## src/rtl/washer_pkg.sv

```systemverilog
// Shared types and defaults for the washing-machine plant model.
// Width helper sizes level/counter registers from their maximum value.
package washer_pkg;

    typedef enum logic [1:0] {
        M_IDLE,
        M_WASH,
        M_SPIN,
        M_EXPIRED
    } motor_state_t;

    localparam int DEF_LEVEL_MAX   = 8;
    localparam int DEF_FILL_RATE   = 1;
    localparam int DEF_DRAIN_RATE  = 2;
    localparam int DEF_CYCLE_TICKS = 4;
    localparam int DEF_SPIN_TICKS  = 3;
    localparam int DEF_TICK_DIV    = 1;

    function automatic int calc_lw(input int max_val);
        return $clog2(max_val + 1);
    endfunction

endpackage

```

## src/rtl/washer_tick_gen.sv

```systemverilog
// Plant prescaler: tick is high one clock in every TICK_DIV; no latency, no backpressure.
// TICK_DIV of 1 ties tick high permanently.
module washer_tick_gen #(
    parameter int TICK_DIV = 1
) (
    input  logic clk,
    input  logic reset,
    output logic tick
);

    generate
        if (TICK_DIV <= 1) begin : g_every
            logic unused_ports;
            assign unused_ports = clk ^ reset;
            assign tick = 1'b1;
        end else begin : g_div
            localparam int CW = $clog2(TICK_DIV);
            localparam logic [CW-1:0] LAST = CW'(TICK_DIV - 1);
            logic [CW-1:0] cnt;

            always_ff @(posedge clk or posedge reset) begin
                if (reset)
                    cnt <= '0;
                else if (cnt == LAST)
                    cnt <= '0;
                else
                    cnt <= cnt + CW'(1);
            end

            assign tick = (cnt == '0);
        end
    endgenerate

endmodule

```

## src/rtl/washer_plant.sv

```systemverilog
// Tank/motor plant model answering the washer controller; level and timeouts are registered
// (one clock after the causing edge), inputs are always accepted with no backpressure.
module washer_plant
    import washer_pkg::*;
#(
    parameter int LEVEL_MAX   = DEF_LEVEL_MAX,
    parameter int FILL_RATE   = DEF_FILL_RATE,
    parameter int DRAIN_RATE  = DEF_DRAIN_RATE,
    parameter int CYCLE_TICKS = DEF_CYCLE_TICKS,
    parameter int SPIN_TICKS  = DEF_SPIN_TICKS,
    parameter int TICK_DIV    = DEF_TICK_DIV
) (
    input  logic                          clk,
    input  logic                          reset,
    input  logic                          fill_valve_on,
    input  logic                          drain_valve_on,
    input  logic                          motor_on,
    input  logic                          water_wash,
    input  logic                          door_lock,
    output logic                          filled,
    output logic                          drained,
    output logic                          cycle_timeout,
    output logic                          spin_timeout,
    output logic [calc_lw(LEVEL_MAX)-1:0] level,
    output logic                          fault
);

    localparam int LW   = calc_lw(LEVEL_MAX);
    localparam int CMAX = (CYCLE_TICKS > SPIN_TICKS) ? CYCLE_TICKS : SPIN_TICKS;
    localparam int CW   = calc_lw(CMAX);

    localparam logic [LW-1:0] LEVEL_FULL = LW'(LEVEL_MAX);
    localparam logic [LW:0]   FULL_X     = (LW + 1)'(LEVEL_MAX);
    localparam logic [LW:0]   FILL_X     = (LW + 1)'(FILL_RATE);
    localparam logic [LW:0]   DRAIN_X    = (LW + 1)'(DRAIN_RATE);
    localparam logic [CW-1:0] CYC_LIM    = CW'(CYCLE_TICKS);
    localparam logic [CW-1:0] SPIN_LIM   = CW'(SPIN_TICKS);

    logic tick;

    washer_tick_gen #(.TICK_DIV(TICK_DIV)) u_tick (
        .clk   (clk),
        .reset (reset),
        .tick  (tick)
    );

    logic [LW:0]   level_x, fill_sum, drain_diff;
    logic [LW-1:0] level_nxt;

    // Extra top bit: fill overflow is caught by the compare, drain underflow shows as a borrow.
    always_comb begin
        level_x    = {1'b0, level};
        fill_sum   = level_x + FILL_X;
        drain_diff = level_x - DRAIN_X;
        level_nxt  = level;
        if (tick && fill_valve_on && !drain_valve_on)
            level_nxt = (fill_sum > FULL_X) ? LEVEL_FULL : fill_sum[LW-1:0];
        else if (tick && drain_valve_on && !fill_valve_on)
            level_nxt = drain_diff[LW] ? '0 : drain_diff[LW-1:0];
    end

    always_ff @(posedge clk or posedge reset) begin
        if (reset) begin
            level <= '0;
            fault <= 1'b0;
        end else begin
            level <= level_nxt;
            if ((tick && fill_valve_on && drain_valve_on) || (motor_on && !door_lock))
                fault <= 1'b1;
        end
    end

    assign filled  = (level == LEVEL_FULL);
    assign drained = (level == '0);

    motor_state_t  state, state_nxt;
    logic [CW-1:0] cnt, cnt_nxt, cnt_inc;
    logic          cyc_nxt, spin_nxt;

    always_ff @(posedge clk or posedge reset) begin
        if (reset) begin
            state         <= M_IDLE;
            cnt           <= '0;
            cycle_timeout <= 1'b0;
            spin_timeout  <= 1'b0;
        end else begin
            state         <= state_nxt;
            cnt           <= cnt_nxt;
            cycle_timeout <= cyc_nxt;
            spin_timeout  <= spin_nxt;
        end
    end

    // Expiry wins over a motor drop on the same edge so the pulse is never lost.
    always_comb begin
        state_nxt = state;
        cnt_nxt   = cnt;
        cyc_nxt   = 1'b0;
        spin_nxt  = 1'b0;
        cnt_inc   = cnt + CW'(1);
        case (state)
            M_IDLE: begin
                cnt_nxt = '0;
                if (motor_on)
                    state_nxt = water_wash ? M_SPIN : M_WASH;
            end
            M_WASH, M_SPIN: begin
                if (tick)
                    cnt_nxt = cnt_inc;
                if (tick && (cnt_inc == ((state == M_SPIN) ? SPIN_LIM : CYC_LIM))) begin
                    state_nxt = M_EXPIRED;
                    cyc_nxt   = (state == M_WASH);
                    spin_nxt  = (state == M_SPIN);
                end else if (!motor_on) begin
                    state_nxt = M_IDLE;
                end
            end
            M_EXPIRED: begin
                if (!motor_on)
                    state_nxt = M_IDLE;
            end
            default: state_nxt = M_IDLE;
        endcase
    end

endmodule

```

## config.mk

```make
export PLATFORM = sky130hd
export DESIGN_NAME = washer_plant
export DESIGN_NICKNAME = d
export VERILOG_FILES = /design/src/rtl/washer_pkg.sv /design/src/rtl/washer_tick_gen.sv /design/src/rtl/washer_plant.sv
export SDC_FILE = /design/constraint.sdc
export NUM_CORES = 1
export LEC_CHECK = 0
export CAP_MARGIN = 20
export CELL_PAD_IN_SITES_DETAIL_PLACEMENT = 2
export CELL_PAD_IN_SITES_GLOBAL_PLACEMENT = 2
export CORE_ASPECT_RATIO = 1.2
export CORE_UTILIZATION = 32
export CTS_BUF_LIST = sky130_fd_sc_hd__clkbuf_2
export DETAILED_ROUTE_END_ITERATION = 10
export PLACE_DENSITY_LB_ADDON = 0.1
export SYNTH_ARGS = -nofsm -noshare
export SYNTH_HDL_FRONTEND = slang
export SYNTH_SLANG_ARGS = --single-unit
```

## constraint.sdc

```tcl
create_clock -name clk -period 1.65 [get_ports clk]
set_input_delay 0.165 -clock clk [delete_from_list [all_inputs] [get_ports clk]]
set_output_delay 0.165 -clock clk [all_outputs]
set_load 0.02 [all_outputs]
```

== After elaboration in Yosys (flattened, before gate mapping) ==
Cells that the tools add are included.
Word-level totals
  memory bits (writable): 0
  latch bits: 0
  bits in read-only memories: 0
  output and inout port bits: 9
  memories: 0
  register bits after elaboration: 12
  input bits: 7
  word-level logic and storage cells: 44
Cells by class
  bitwise operators: 0
  mux-type cells: 15
  shift operators: 0
  div/mod/pow operators: 0
  equality and inequality tests: 6
  add/subtract/negate cells: 3
  multiply operators: 0
  $lt $le $gt $ge: 1
  reduce and logical (&&, ||, !) cells: 13
Operator list (number)
  2-to-1 mux 4 bit: 4
  2-to-1 mux 2 bit: 4
  case mux 2 bit (3 select lines): 1
  case mux 3 bit (2 select lines): 1
  adder 4 x 1 -> 5 bit (second input constant): 1
  greater-than comparator 5 x 4 -> 1 bit (second input constant): 1
  subtractor 4 x 2 -> 5 bit (second input constant): 1
  equality test 2 bit (second input constant): 2
  equality test 4 bit (second input constant): 1
  logical AND 1 bit: 4
  zero test 4 bit: 1
  2-to-1 mux 1 bit: 4
  nonzero test 2 bit: 2
  adder 3 x 1 -> 3 bit (second input constant): 1
  equality test 3 bit: 1
  zero test 1 bit: 3
  2-to-1 mux 3 bit: 1
  equality test 2 x 1 -> 1 bit (second input constant): 1
  zero test 2 bit: 1
  inequality test 2 bit (second input constant): 1
  OR reduction 2 bit: 1
  logical OR 1 bit: 1

== Depth between registers and ports, before layout ==
Gate-level depths: netlist of run 1.
  depth after elaboration: 5
  depth in mapped cells: 7

== Cells and area by module ==
Synthesis of run 1 repeated with hierarchy kept, for this count alone.
Second synthesis, totals
  cell total of the unflattened synthesis: 102
  area, all modules: 935.9 um^2
By module, submodules not included
  washer_plant: times used 1, cells an instance 100, area an instance 924.6 um^2, sequential area each 300.3 um^2
  washer_tick_gen: times used 1, cells an instance 2, area an instance 11.3 um^2, sequential area each 0.0 um^2

== Worst setup path after synthesis of run 1 ==
OpenSTA, ideal clock, no wires.
  path type: register -> register
  from: register level[1]
  to: register level[0]
  buffers on the path: 0
  data required time: 1.525 ns
  path slack: 0.138 ns
  library setup time: 0.125 ns
  arrival: 1.387 ns
  stages on the path, launching flop included: 6
  period minus slack after synthesis: 1.512 ns
  path through: dfrtp_1 > ha_1 > nand2_2 > a311o_1 > a21oi_2 > o21ai_1
On the way
  cells in the longest elaborated chain, start to end: 4
  elaborated cells between the ends (all ways): 7
RTL lines
  from (decl): line washer_plant.sv:24  | output logic [calc_lw(LEVEL_MAX)-1:0] level,
  from (signal assigned): line washer_plant.sv:67  | level <= level_nxt;
  adder 4 x 1 -> 5 bit or subtractor 4 x 2 -> 5 bit (tied branches): line washer_plant.sv:53, washer_plant.sv:54
  greater-than comparator 5 x 4 -> 1 bit or 2-to-1 mux 4 bit (tied branches): line washer_plant.sv:57, washer_plant.sv:59
  2-to-1 mux 4 bit (on tied branches): line washer_plant.sv:57, washer_plant.sv:58
  2-to-1 mux 4 bit (*): line washer_plant.sv:56  | if (tick && fill_valve_on && !drain_valve_on)
Every way passes the cells marked *; elsewhere a longest branch is shown, timed or not. The select of a mux whose other input is x is not followed.
A chain may end at the register's enable or synchronous reset.

== Worst setup path after layout of run 1 ==
  from: register level[1]
  to: register level[1]
The elaborated chain is that of the path after synthesis.

==> results of run 1 <==
-- through the flow --
step / area, sq um / TNS (ns)
after floorplan: 928 / 0
after global routing: 1200 / 0
after global placement: 1160 / 0
after CTS: 1180 / 0
after detailed placement: 1160 / -0.0674
final: 1200 / 0
-- how the worst min path moves through the flow --
stage                       from                    to
2_1_floorplan              reset    cnt[0]$_DFFE_PP0P_
3_3_place_gp   fault$_DFFE_PP0P_     fault$_DFFE_PP0P_
3_5_place_dp   fault$_DFFE_PP0P_     fault$_DFFE_PP0P_
4_1_cts                    reset  level[1]$_DFFE_PP0P_
5_1_grt                    reset  level[0]$_DFFE_PP0P_
6_report                   reset  level[1]$_DFFE_PP0P_
-- worst max-delay path, delay by kind of cell, from the launching register on --
kind,cells,cell delay [ns]
AO/OA/AOI/OAI,3,0.61
flip-flops,1,0.39
AND/OR/NAND/NOR,1,0.06
adder cells (fa/ha/maj),1,0.22
buffers and inverters,1,0.18
-- kinds of logic after synthesis --
kind of cell / after synthesis / synth area share [%]
simple gates: 38 / 21.6
fa+ha+maj: 15 / 20.2
flops: 12 / 32.3
mux: 1 / 1.08
xor+xnor: 2 / 1.89
compound gates: 24 / 15.9
buf+inv: 13 / 7.01
-- state kept, by name, indices dropped and copies added (netlist names) --
name,cells
cnt,3
cycle_timeout,1
fault,1
level,4
spin_timeout,1
state,2
-- area by class of cell --
type,instances,area (sq um)
Multi-Input combinational cell,80,587
Tap cell,34,42.5
Inverter,9,33.8
Fill cell,323,1580
Sequential cell,12,303
Clock buffer,3,15.0
Clock inverter,1,3.75
Timing Repair Buffer,23,219
-- layout by cell type (no fill, tap or decap), types with 2 or more instances in the layout --
| master | count |
|---|---|
| nor2b_1 | 2 |
| dfrtp_2 | 2 |
| and3_1 | 3 |
| nand2b_1 | 5 |
| buf_4 | 7 |
| dlymetal6s2s_1 | 3 |
| and2_1 | 2 |
| clkbuf_2 | 5 |
| o21ai_1 | 2 |
| ha_2 | 3 |
| inv_1 | 9 |
| nand3_1 | 2 |
| a21oi_1 | 3 |
| o21ai_0 | 10 |
| nor2_1 | 9 |
| dfrtp_1 | 10 |
| clkdlybuf4s50_1 | 9 |
| nand2_1 | 8 |
| ha_1 | 12 |
-- routing by layer --
layer / part of all wire (%) / vias to the layer above / wire length, um / global-route usage, %
li1: - / 404 / - / -
met2: 57 / 8 / 1510 / 35.9
met1: 40 / 412 / 1070 / 19.7
met4: 0.72 / 0 / 19 / 9.52
met3: 1.7 / 2 / 45 / 3.26
met5: 0 / - / 0 / 0
-- power by group --
part | total, W | internal [W] | switching (W)
clock network | 0.000164 | 0.0000527 | 0.000112
logic | 0.00127 | 0.000569 | 0.000697
registers | 0.000492 | 0.000391 | 0.000101
total | 0.00192 | 0.00101 | 0.000910
==> results.cfg, run 1 <==
[clocking]
cts_tree = done
cts.sinks = 12
clockBufferDepth = 2
path_clk_slew_ns = 0.15
cts-root-buf = clkbuf_2
cts_hold_buffers = 0
cts_buffers = 3
post-cts-setup-buffers = 0
clk_latency_ns = 0.28
htree_levels = 1
ctsResizeCount = 4

[setup_path]
arrival_ns = 1.74
rrSetupSlack_ns = 0.09
crit_chain = buf_4 > ha_2 > nand2_2 > a311o_1 > a21oi_2 > o21ai_1
crit_slowest_cell = dfrtp_1
worstPathRequired_ns = 1.83
worst_path_largest_cell_delay_ns = 0.39
start_kind = flop
crit_end = level[1]$_DFFE_PP0P_
reg2reg_depth = 6
path_class = flop to flop
cp-end-kind = flop
cp-startpoint = level[1]$_DFFE_PP0P_
crit_fanout = 8
r2r-end = level[1]$_DFFE_PP0P_
r2r-start = level[1]$_DFFE_PP0P_

[route]
drc = 0
routed_wl_um = 2650
wl_per_cell_um = 16.3
antenna_left = 0
drt_first_pass_iters = 3
vias_per_cell = 5.10
drtIter0Drc = 15
vias = 826

[synth]
synth-edff-count = 0
synth_cells = 105
ys_seq_area_share_pct = 32.3
synthTopCellsByArea = dfrtp_1 32%, ha_1 20%, o21ai_0 5.4%, inv_1 3.6%, nor2_1 3.6%
synth_ff_type = dfrtp_1
synth_most_common_cell = ha_1
avgSynthCellArea_sq_um = 8.84
yosysWarnings = 0
async_flop_share_pct = 100
synth_top_cell_by_area = dfrtp_1
syn_area_sq_um = 928
synth_seq_cells = 12
yosysUniqueCellTypes = 34
synth_top_cells_by_count = 15 x ha_1, 12 x dfrtp_1, 10 x o21ai_0
synth_nets = 127
yosys.area.top_type_share_pct = 32.3

[floorplan]
core_area_sq_um = 2790
die_area_sq_um = 3120
die_y_um = 61.0
ioPinCount = 16
start_util_pct = 33.3
rows = 21
die_w_um = 51.2

[layout]
drive_gt1_share_pct = 18.8
nets = 151
diodes = 0
layout.cells.non_filler = 162
area_delta_synth_final_pct = 29.6
finish.utilization_pct = 43.2

[grt]
grt_use_total_pct = 18.8
first_global_vias = 905
grt_pass1_wl_um = 4220
grt_max_degree = 13
antenna_found_initial = 0
grt-ovfl-total = 0

[power]
ir_drop_mv = 0.635
p_leak_nw = 0.591
power_w = 0.00192
powerDensity_nw_per_um2 = 1600

[timing]
finClkSkew_ns = 0.0133
setup_viol = 0
layout_min_cycle_time_ns = 1.56
hold_viol_final = 0
worstMarginPinSlew_ns = 0.505
report.final.slew_viol_count = 0
hold_slack_ns = 0.203
slew_headroom_pct = 66.3
rsz0062_at_grt = false
setup_slack_ns = 0.0900
max_freq_mhz = 641
fin_crit_sh_pct = 94.5

[placed_design]
dpl.hpwl_um = 2040
placed_cells = 158
gp_congestion = 0.759
dp_slack_ns = -0.0554
port_buffers = 15

[flow_run]
drv_cap = 0

[outcome]
status = completed

[min_path]
hp-class = input pin to asynchronous set/reset pin
No activity file was read; power rests on OpenSTA's default activity.
==> run 2, diff against run 1 <==
- CAP_MARGIN: 20 -> 15
- CORE_UTILIZATION: 32 -> 39
- DONT_BUFFER_PORTS: unset -> 1
==> run 2 against run 1 <==
Effect of this change: fmax down 2.8%; clock power is 7% lower; non-clock buffer count fell by 12; first-iteration DRC count down 67%; hold slack lost 0.16 ns; largest power group unchanged; highest routed layer unchanged.
==> results.cfg, run 2 (synthesis results as in run 1) <==
[outcome]
status = completed

[route]
wl_per_cell_um = 17.1
vias_per_cell = 5.33
drtIter0Drc = 5
drt_first_pass_iters = 4
vias = 783
routed_wl_um = 2520
antenna_left = 0
drc = 0

[setup_path]
path_class = flop to flop
arrival_ns = 1.76
worst_path_largest_cell_delay_ns = 0.45
worstPathRequired_ns = 1.81
start_kind = flop
r2r-start = cnt[0]$_DFFE_PP0P_
cp-end-kind = flop
crit_chain = ha_1 > xnor2_1 > mux2i_1 > nand4_1 > o311ai_1
critical_path.top_delay_family = flip-flops
crit_slowest_cell = dfrtp_1
crit_fanout = 4
r2r-end = state[0]$_DFFE_PP0P_
reg2reg_depth = 5
rrSetupSlack_ns = 0.04
cp-startpoint = cnt[0]$_DFFE_PP0P_
crit_buf_inv = 0

[placed_design]
dpl.hpwl_um = 1970
port_buffers = 0
placed_cells = 138
placed_area_sq_um = 981
dp_slack_ns = 0.0558
gp_congestion = 0.693

[clocking]
cts_tree = done
cts_buffers = 3
clockBufferDepth = 2
path_clk_slew_ns = 0.13
htree_levels = 1
cts.sinks = 12
cts-root-buf = clkbuf_2
clk_latency_ns = 0.26

[grt]
first_global_vias = 875
grt_pass1_wl_um = 4080
grt_max_degree = 13
grt_use_total_pct = 21.7
grt-ovfl-total = 0
antenna_found_initial = 0

[layout]
largest_registers = level: 4 flops, cnt: 3 flops, state: 2 flops
drive_gt1_share_pct = 17.2
regMostFlops = level
layout_common_cells = 15 x ha_1, 10 x o21ai_0, 10 x dfrtp_1
layout.cells.non_filler = 147
nets = 139
layout_commonest_cell = ha_1
fin_area_sq_um = 1050
area_delta_synth_final_pct = 13.5
diodes = 0
largest_reg_flops = 4

[floorplan]
start_util_pct = 40.7
die_y_um = 55.4
die_w_um = 46.5
ioPinCount = 16
die_area_sq_um = 2580
rows = 19
core_area_sq_um = 2280

[min_path]
hold_path.startpoint = water_wash
min_to = state[0]$_DFFE_PP0P_
hp-class = input pin to flop
hold_depth = 1

[timing]
worstMarginPinSlew_ns = 0.481
report.final.slew_viol_count = 0
hold_viol_final = 0
rsz0062_at_grt = true
slew_headroom_pct = 67.9
setup_viol = 0
max_freq_mhz = 623
fin_crit_sh_pct = 97.3
layout_min_cycle_time_ns = 1.61
setup_slack_ns = 0.0447
hold_slack_ns = 0.0458
finClkSkew_ns = 0.0110
fin_tns_setup_ns = 0

[power]
powerDensity_nw_per_um2 = 1710
p_leak_nw = 0.511
ir_drop_mv = 0.863

[flow_run]
drv_cap = 0
==> run 2: repair_timing <==
| action | in CTS | in global routing |
|---|---|---|
| hold endpoints to repair | 13 | 0 |
| resized for setup | 0 | 5 |
| hold buffers | 2 | 0 |
| setup endpoints to repair | 0 | 6 |
| setup buffers | 0 | 3 |
==> run 2: cell type report <==
cell class                 count  area (sq um)
fill                         283          1230
sequential                    12           303
clock inverter                 1          3.75
tap                           31          38.8
clock buffer                   3          15.0
timing repair buffer          11          87.6
inverter                       9          33.8
multi-input combinational     80           572
==> run 2: power breakdown <==
group	leakage (nW)	switching [W]	total [W]	internal, W
logic	0.347	0.000661	0.00114	0.000474
registers	0.150	0.000121	0.000512	0.000391
clock network	0.0140	0.0000998	0.000152	0.0000527
total	0.511	0.000882	0.00180	0.000918
==> run 2: per-stage QoR <==
step | util (%) | total power (W)
after global routing | 46.2 | 0.00199
after global placement | 43.0 | 0.00150
final | 46.2 | 0.00180
after floorplan | - | 0.00124
after detailed placement | 43.0 | 0.00159
after CTS | 44.7 | 0.00175
==> run 2: worst max-delay path by stage <==
stage                                      end  slack [ns]  depth (start not counted)
after floorplan           level[0]$_DFFE_PP0P_        0.14                          5
after global placement    state[0]$_DFFE_PP0P_        0.12                          5
after CTS                 state[0]$_DFFE_PP0P_        0.01                          5
final                     state[0]$_DFFE_PP0P_        0.04                          5
after global routing      state[0]$_DFFE_PP0P_       -0.09                          5
after detailed placement  level[3]$_DFFE_PP0P_        0.06                          6
==> run 2: metal layers <==
layer	up-vias	routed length [um]	track usage [%]	share of wire (%)
met5	-	0	0	0
met4	0	13	6.30	0.52
met3	2	48	3.59	1.9
met2	8	1460	39.3	58
met1	392	1000	24.2	40
li1	381	-	-	-
